===== src/rtl/rf_write_scheduler.sv =====
// Register file write-port scheduler: round-robin between ALU and load
// results, registered write strobe, and a busy scoreboard for issue hazards.
module rf_write_scheduler #(
   parameter int XLEN = 32,
   parameter int NREG = 32,
   parameter int AW   = 5
) (
   input  logic            clk,
   input  logic            rst,
   input  logic            iss_valid,
   input  logic [AW-1:0]   iss_rd,
   output logic            iss_stall,
   input  logic [AW-1:0]   rs1,
   input  logic [AW-1:0]   rs2,
   output logic            hz1,
   output logic            hz2,
   input  logic            alu_valid,
   input  logic [AW-1:0]   alu_rd,
   input  logic [XLEN-1:0] alu_data,
   output logic            alu_ready,
   input  logic            mem_valid,
   input  logic [AW-1:0]   mem_rd,
   input  logic [XLEN-1:0] mem_data,
   output logic            mem_ready,
   output logic            rf_we,
   output logic [AW-1:0]   rf_waddr,
   output logic [XLEN-1:0] rf_wdata,
   output logic            idle
);

   typedef enum logic {
      PICK_ALU = 1'b0,
      PICK_MEM = 1'b1
   } side_t;

   localparam logic [NREG-1:0] ONE_HOT0 = {{(NREG-1){1'b0}}, 1'b1};

   side_t            rr_ptr;
   side_t            rr_next;
   logic             grant_alu;
   logic             grant_mem;
   logic             conflict;
   logic [AW-1:0]    win_rd;
   logic [XLEN-1:0]  win_data;
   logic             win_live;

   logic [NREG-1:0]  busy;
   logic [NREG-1:0]  busy_next;
   logic [NREG-1:0]  set_vec;
   logic [NREG-1:0]  clr_vec;
   logic             issue_ok;
   logic             waw;

   // Arbitration: a lone requester always wins; on conflict rr_ptr decides.
   always_comb begin
      conflict  = alu_valid & mem_valid;
      grant_alu = 1'b0;
      grant_mem = 1'b0;
      rr_next   = rr_ptr;
      if (conflict) begin
         grant_alu = (rr_ptr == PICK_ALU);
         grant_mem = (rr_ptr == PICK_MEM);
         rr_next   = (rr_ptr == PICK_ALU) ? PICK_MEM : PICK_ALU;
      end else begin
         grant_alu = alu_valid;
         grant_mem = mem_valid;
      end
   end

   assign alu_ready = grant_alu;
   assign mem_ready = grant_mem;

   always_comb begin
      win_rd   = '0;
      win_data = '0;
      if (grant_alu) begin
         win_rd   = alu_rd;
         win_data = alu_data;
      end else if (grant_mem) begin
         win_rd   = mem_rd;
         win_data = mem_data;
      end
   end

   // x0 results are consumed but never reach the register file.
   assign win_live = (grant_alu | grant_mem) & (win_rd != '0);

   // Hazard detection against the current scoreboard only; no forwarding.
   always_comb begin
      hz1       = busy[rs1] & (rs1 != '0);
      hz2       = busy[rs2] & (rs2 != '0);
      waw       = busy[iss_rd];
      iss_stall = iss_valid & (hz1 | hz2 | waw);
      issue_ok  = iss_valid & ~iss_stall & (iss_rd != '0);
   end

   // Set is applied after clear so a new producer outlives a retiring one.
   always_comb begin
      set_vec   = issue_ok ? (ONE_HOT0 << iss_rd) : '0;
      clr_vec   = rf_we ? (ONE_HOT0 << rf_waddr) : '0;
      busy_next = (busy & ~clr_vec) | set_vec;
      busy_next[0] = 1'b0;
   end

   always_ff @(posedge clk) begin
      if (rst) begin
         rr_ptr <= PICK_MEM;
         busy   <= '0;
      end else begin
         rr_ptr <= rr_next;
         busy   <= busy_next;
      end
   end

   always_ff @(posedge clk) begin
      if (rst) begin
         rf_we    <= 1'b0;
         rf_waddr <= '0;
         rf_wdata <= '0;
      end else begin
         rf_we <= win_live;
         if (win_live) begin
            rf_waddr <= win_rd;
            rf_wdata <= win_data;
         end
      end
   end

   assign idle = (busy == '0) & ~rf_we;

endmodule


===== config.mk =====
export PLATFORM = sky130hd
export DESIGN_NAME = rf_write_scheduler
export DESIGN_NICKNAME = d
export VERILOG_FILES = /design/src/rtl/rf_write_scheduler.sv
export SDC_FILE = /design/constraint.sdc
export NUM_CORES = 1
export LEC_CHECK = 0
export ABC_AREA = 1
export BUFFER_PORTS_ARGS = -buffer_cell sky130_fd_sc_hd__buf_4
export CORE_MARGIN = 2
export CORE_UTILIZATION = 56
export CTS_CLUSTER_DIAMETER = 120
export DETAILED_ROUTE_END_ITERATION = 8
export PLACE_DENSITY = 0.85
export SKIP_CTS_REPAIR_TIMING = 1
export SYNTH_ARGS = -nofsm -noshare
export SYNTH_HDL_FRONTEND = slang
export SYNTH_SLANG_ARGS = --single-unit

===== constraint.sdc =====
create_clock -name clk -period 2.6 [get_ports clk]
set_input_delay 0.26 -clock clk [delete_from_list [all_inputs] [get_ports clk]]
set_output_delay 0.26 -clock clk [all_outputs]
set_load 0.05 [all_outputs]

# After elaboration in Yosys (flattened, before gate mapping)
# Cells that the tools add are included.
[word_totals]
reg_bits = 71
[classes]
n_mux = 15
shifts = 2
n_reduce_logical = 5
bitwise = 17
order_cmp = 3
[ops]
columns = ["cell", "n"]
rows = [
  ["$mux 32", 4],
  ["$shl 1x5->32 const A", 2],
  ["$and 32x32->32", 1],
  ["$logic_not 32->1", 1],
  ["$not 32->32", 1],
  ["$or 32x32->32", 1],
  ["$reduce_bool 5->1", 4],
  ["$lt 5x6->1 const B", 3],
  ["$bmux 1 s5", 3],
  ["$mux 5", 2],
  ["$and 1x1->1", 8],
  ["$mux 1", 6],
  ["$not 1->1", 3],
  ["$or 1x1->1", 3],
]

# Longest topological paths before layout
[logic_depth]
depth_word = 11
depth_mapped = 16
mapped_depth_nobuf = 14

# Worst setup path before layout
# Ideal clock, no wire load.
[synth_path]
kind = "input -> output"
from = "input port rs1[0]"
to = "output port iss_stall"
arrival_time_ns = 2.052
slack_ns = 0.288
n_path_buf = 3
cell_stages = 15
cell_sequence = "buf_6 inv_6 buf_8 nand2_1 nand3_1 nand2_1 nand2_1 nand2_1 inv_2 nand2_1 nand2_2 nand2_4 nor2_8 buf_8 a21boi_1"
[synth_between]
elab_chain_len = 6
word_cells_on_any_way = 7
classes_between = "mux: 2; bitwise: 4; reduce/logical: 1"
[synth_lines]
columns = ["element", "line", "text"]
rows = [
  ["start, declared", "13", "input logic [AW-1:0] rs1,"],
  ["$bmux 1 s5", "90", "hz1 = busy[rs1] & (rs1 != '0);"],
  ["$mux 1 (not written as such)", "90", ""],
  ["$and 1x1->1 *", "90", ""],
  ["net hz1", "15", "output logic hz1,"],
  ["$or 1x1->1 * (2 in series)", "93", "iss_stall = iss_valid & (hz1 | hz2 | waw);"],
  ["$and 1x1->1 *", "93", ""],
  ["end, declared", "12", "output logic iss_stall,"],
]
# The timed path passes the listed nets; every way through them passes the cells marked *. The select of a mux whose other input is x is not followed.

# Worst setup path after layout
[layout_path]
from = "register busy[7]"
to = "output port iss_stall"
[layout_between]
elab_chain_len = 6
word_cells_on_any_way = 11
classes_between = "mux: 6; bitwise: 5"
[layout_lines]
columns = ["element", "line", "text"]
rows = [
  ["start, declared", "47", "logic [NREG-1:0] busy;"],
  ["start signal, assigned", "111", "busy <= busy_next;"],
  ["$bmux 1 s5, on equally long branches", "90, 91", ""],
  ["$mux 1, on equally long branches", "90, 91", ""],
  ["$and 1x1->1, on equally long branches", "90, 91", ""],
  ["$or 1x1->1", "93", ""],
  ["$or 1x1->1 *", "93", ""],
  ["$and 1x1->1 *", "93", ""],
]
# Every way passes the cells marked *; elsewhere a longest branch is shown, timed or not. The select of a mux whose other input is x is not followed.

==> impl_metrics.json <==
{
  "outcome": "finished, final reports clean",
  "timing.reg2reg.worst_path_depth": 9,
  "vias_in_the_first_global_route": 5149,
  "seqPwrFrac": 0.405,
  "sum_of_met2_wire_segment_lengths_after_detailed_routing_um": 7250,
  "total_setup_violations_reported_at_the_end_of_the_flow": 0,
  "post_synthesis_sequential_area_ratio": 0.318,
  "slew_margin_rel": 0.370,
  "root_buffer_cell": "clkbuf_8",
  "synthesis.instances": 692,
  "critPathLaunchType": "register",
  "htreeDepth": 3,
  "instances_no_fill": 905,
  "worst_slew_pin_slew_ps": 944,
  "rr_endpoint": "rf_wdata[5]",
  "tritoncts": "built",
  "highest-signal-layer": "met4",
  "drc_errors": 0,
  "cp_data_required_time_ps": 2340,
  "final.setup.tns_ps": 0,
  "p_int_w": 0.00186,
  "ys.warnings.count": 0,
  "grt_start_max_net_pins": 60,
  "die-area_mm2": 0.00859,
  "layout_cell_share_with_drive_strength_beyond_1": 0.223,
  "initial_core_util": 0.573,
  "post-synth-top-area-cell": "dfxtp_1",
  "max_freq_mhz": 424,
  "num_antenna_cells": 0,
  "placed_instance_area_mm2": 0.00535,
  "post_synth_main_area_contributors": "dfxtp_1, nand2_1, nand3_1, nand4_1, o21ai_0",
  "antenna_found_initial": 0,
  "groute.usage.overall": 0.357,
  "hold_viol": 0,
  "min-delay-path-class": "primary input to register",
  "cp_slowest_cell": "dfxtp_1",
  "comb_power_share": 0.296,
  "layout_min_cycle_time_ps": 2360,
  "hold_end": "rf_wdata[18]",
  "core_footprint_mm2": 0.00769,
  "io-pin-count": 138,
  "routedLengthMet1_um": 5670,
  "critPathTopFamily": "simple AND/OR/NAND/NOR gates",
  "synth_top_cells_by_count": "nand2_1, dfxtp_1, nand3_1",
  "synth_enable_flop_cells": 0,
  "post-synth-top-count-cell": "nand2_1",
  "worst_hold_path.num_cells": 3,
  "peakVddDrop_mv": 0.428,
  "worst_path_cell_trace": "inv_1 > nand2_1 > o211ai_1 > nand4_1 > nand3_2 > nand2_4 > nor2_8 > a21boi_1 > buf_4",
  "setup.worst_path.start": "busy[7]",
  "regToRegStartpoint": "rr_ptr",
  "rsz0062_at_grt": "no",
  "fin_worst_hold_slack_ps": 180,
  "dieWidth_um": 92.7,
  "maxCapViolCount": 0,
  "met3_wirelength_um": 1770,
  "total_of_flip_flops_plus_latches_after_synthesis": 70,
  "grt-ovfl-total": 0,
  "synthesis.area_per_instance_um2": 6.37,
  "wirelength_routed_um": 15400,
  "yosys.cell_types.count": 32,
  "area_growth_syn_to_layout_pct": 25.7,
  "fin_total_pwr_w": 0.00291,
  "pwr_density_cell_mw_per_mm2": 525,
  "wire_per_inst_um": 17.0,
  "period_share": 0.907,
  "critical_path_class": "register to output port",
  "sw_frac_of_total": 0.361,
  "synth_top_cell_area_share": 0.318,
  "power_frac_clock": 0.299,
  "clkTransAtPathRegs_ps": 90,
  "mappedNetlistNets": 786,
  "slew_viol_final": 0,
  "placedCellCount": 890,
  "crit_path_max_incr_delay_ps": 350,
  "path_buf_inv": 2,
  "design_area_mm2": 0.00554,
  "place_congestion": 0.944,
  "post_dp_hpwl_um": 11200,
  "regToRegSetupSlack_ps": 600,
  "clk_latency_ps": 360,
  "dr_total_vias": 5485,
  "grt_first_pass_wirelength_um": 24500,
  "synth.cell_area_mm2": 0.00441,
  "number_of_buffers_created_by_cts": 9,
  "io_buffers": 137,
  "fin_skew_ps": 16.4,
  "drtPass1Iterations": 7,
  "detail_route.iter0.violations": 604,
  "worst-endpoint-arrival_ps": 2100,
  "critPathMaxFanout": 23,
  "hold_path_startpoint": "mem_data[18]",
  "clock-sinks": 70,
  "final_net_count": 893,
  "clk_path_buf_depth": 2,
  "total_switching_power_w": 0.00105,
  "power_leakage_nw": 2.42,
  "critical_path.endpoint_type": "output port",
  "die_height_um": 92.7,
  "ys_dominant_reg_cell": "dfxtp_1",
  "vias_per_inst": 6.06,
  "drtAntennaViolNets": 0,
  "rows": 32,
  "synth_async_sr_flop_share": 0
}
==> worst max path at each step <==
stage,endpoint,slack (ps),cells after the start
after floorplan,iss_stall,290,15
after global placement,rf_wdata[7],650,10
after detailed placement,busy[29],600,8
after CTS,iss_stall,290,13
after global routing,iss_stall,140,13
final,iss_stall,240,9
==> layer usage <==
layer	up-vias	track usage
met3	81	0.0936
met2	365	0.600
met4	0	0.153
met1	2462	0.432
met5	-	0
li1	2577	-
==> power groups by stage <==
stage / clock network, W / registers, W / logic [W]
2_1_floorplan: 0 / 0.00137 / 0.000398
3_3_place_gp: 0 / 0.00120 / 0.000834
3_5_place_dp: 0 / 0.00120 / 0.000848
4_1_cts: 0.000871 / 0.00118 / 0.000851
5_1_grt: 0.000919 / 0.00118 / 0.000916
6_report: 0.000870 / 0.00118 / 0.000861
==> layout make-up <==
cell class / count / area (µm²)
Clock buffer: 10 / 128
Clock inverter: 5 / 61.3
Fill cell: 696 / 2150
Inverter: 57 / 224
Multi-Input combinational cell: 515 / 2490
Sequential cell: 70 / 1400
Tap cell: 102 / 128
Timing Repair Buffer: 146 / 1110
==> kinds of logic (layout without fill, tap and decap cells) <==
logic type | count (synthesis) | in the layout | share of synthesized area
compound gates | 153 | 153 | 0.191
buf+inv | 107 | 218 | 0.119
flops | 70 | 70 | 0.318
simple gates | 362 | 362 | 0.372
==> through the flow <==
| stage | setup slack [ps] | utilization |
|---|---|---|
| 3_5_place_dp | 604 | 0.696 |
| 6_report | 241 | 0.721 |
| 4_1_cts | 294 | 0.721 |
| 2_1_floorplan | 288 | - |
| 5_1_grt | 141 | 0.721 |
| 3_3_place_gp | 652 | 0.696 |
==> sequential cells by signal (all words and copies together) (netlist names) <==
name      cells
busy         31
rf_waddr      5
rf_wdata     32
rf_we         1
rr_ptr        1
==> cells in the final DEF (no fill, tap or decap), types with 2 or more instances in the layout <==
master,count
o21ai_0,52
nor4_1,12
a22oi_1,2
clkbuf_8,9
nor3_1,5
inv_6,2
nand3_2,2
clkinvlp_4,3
o21ai_1,10
clkinv_1,2
a31oi_1,33
a21oi_1,46
nand4_1,43
nand2_1,177
nand2_2,6
inv_2,4
buf_4,145
o211ai_1,2
dfxtp_1,70
nand2_4,2
nand3_1,65
nor2_1,48
a22o_1,3
inv_1,49
==> tightest hold or removal path: stages <==
cell     delay (ps)
buf_4           110
nand2_1          50
a31oi_1          70
Power figures use the tool's default switching activity.
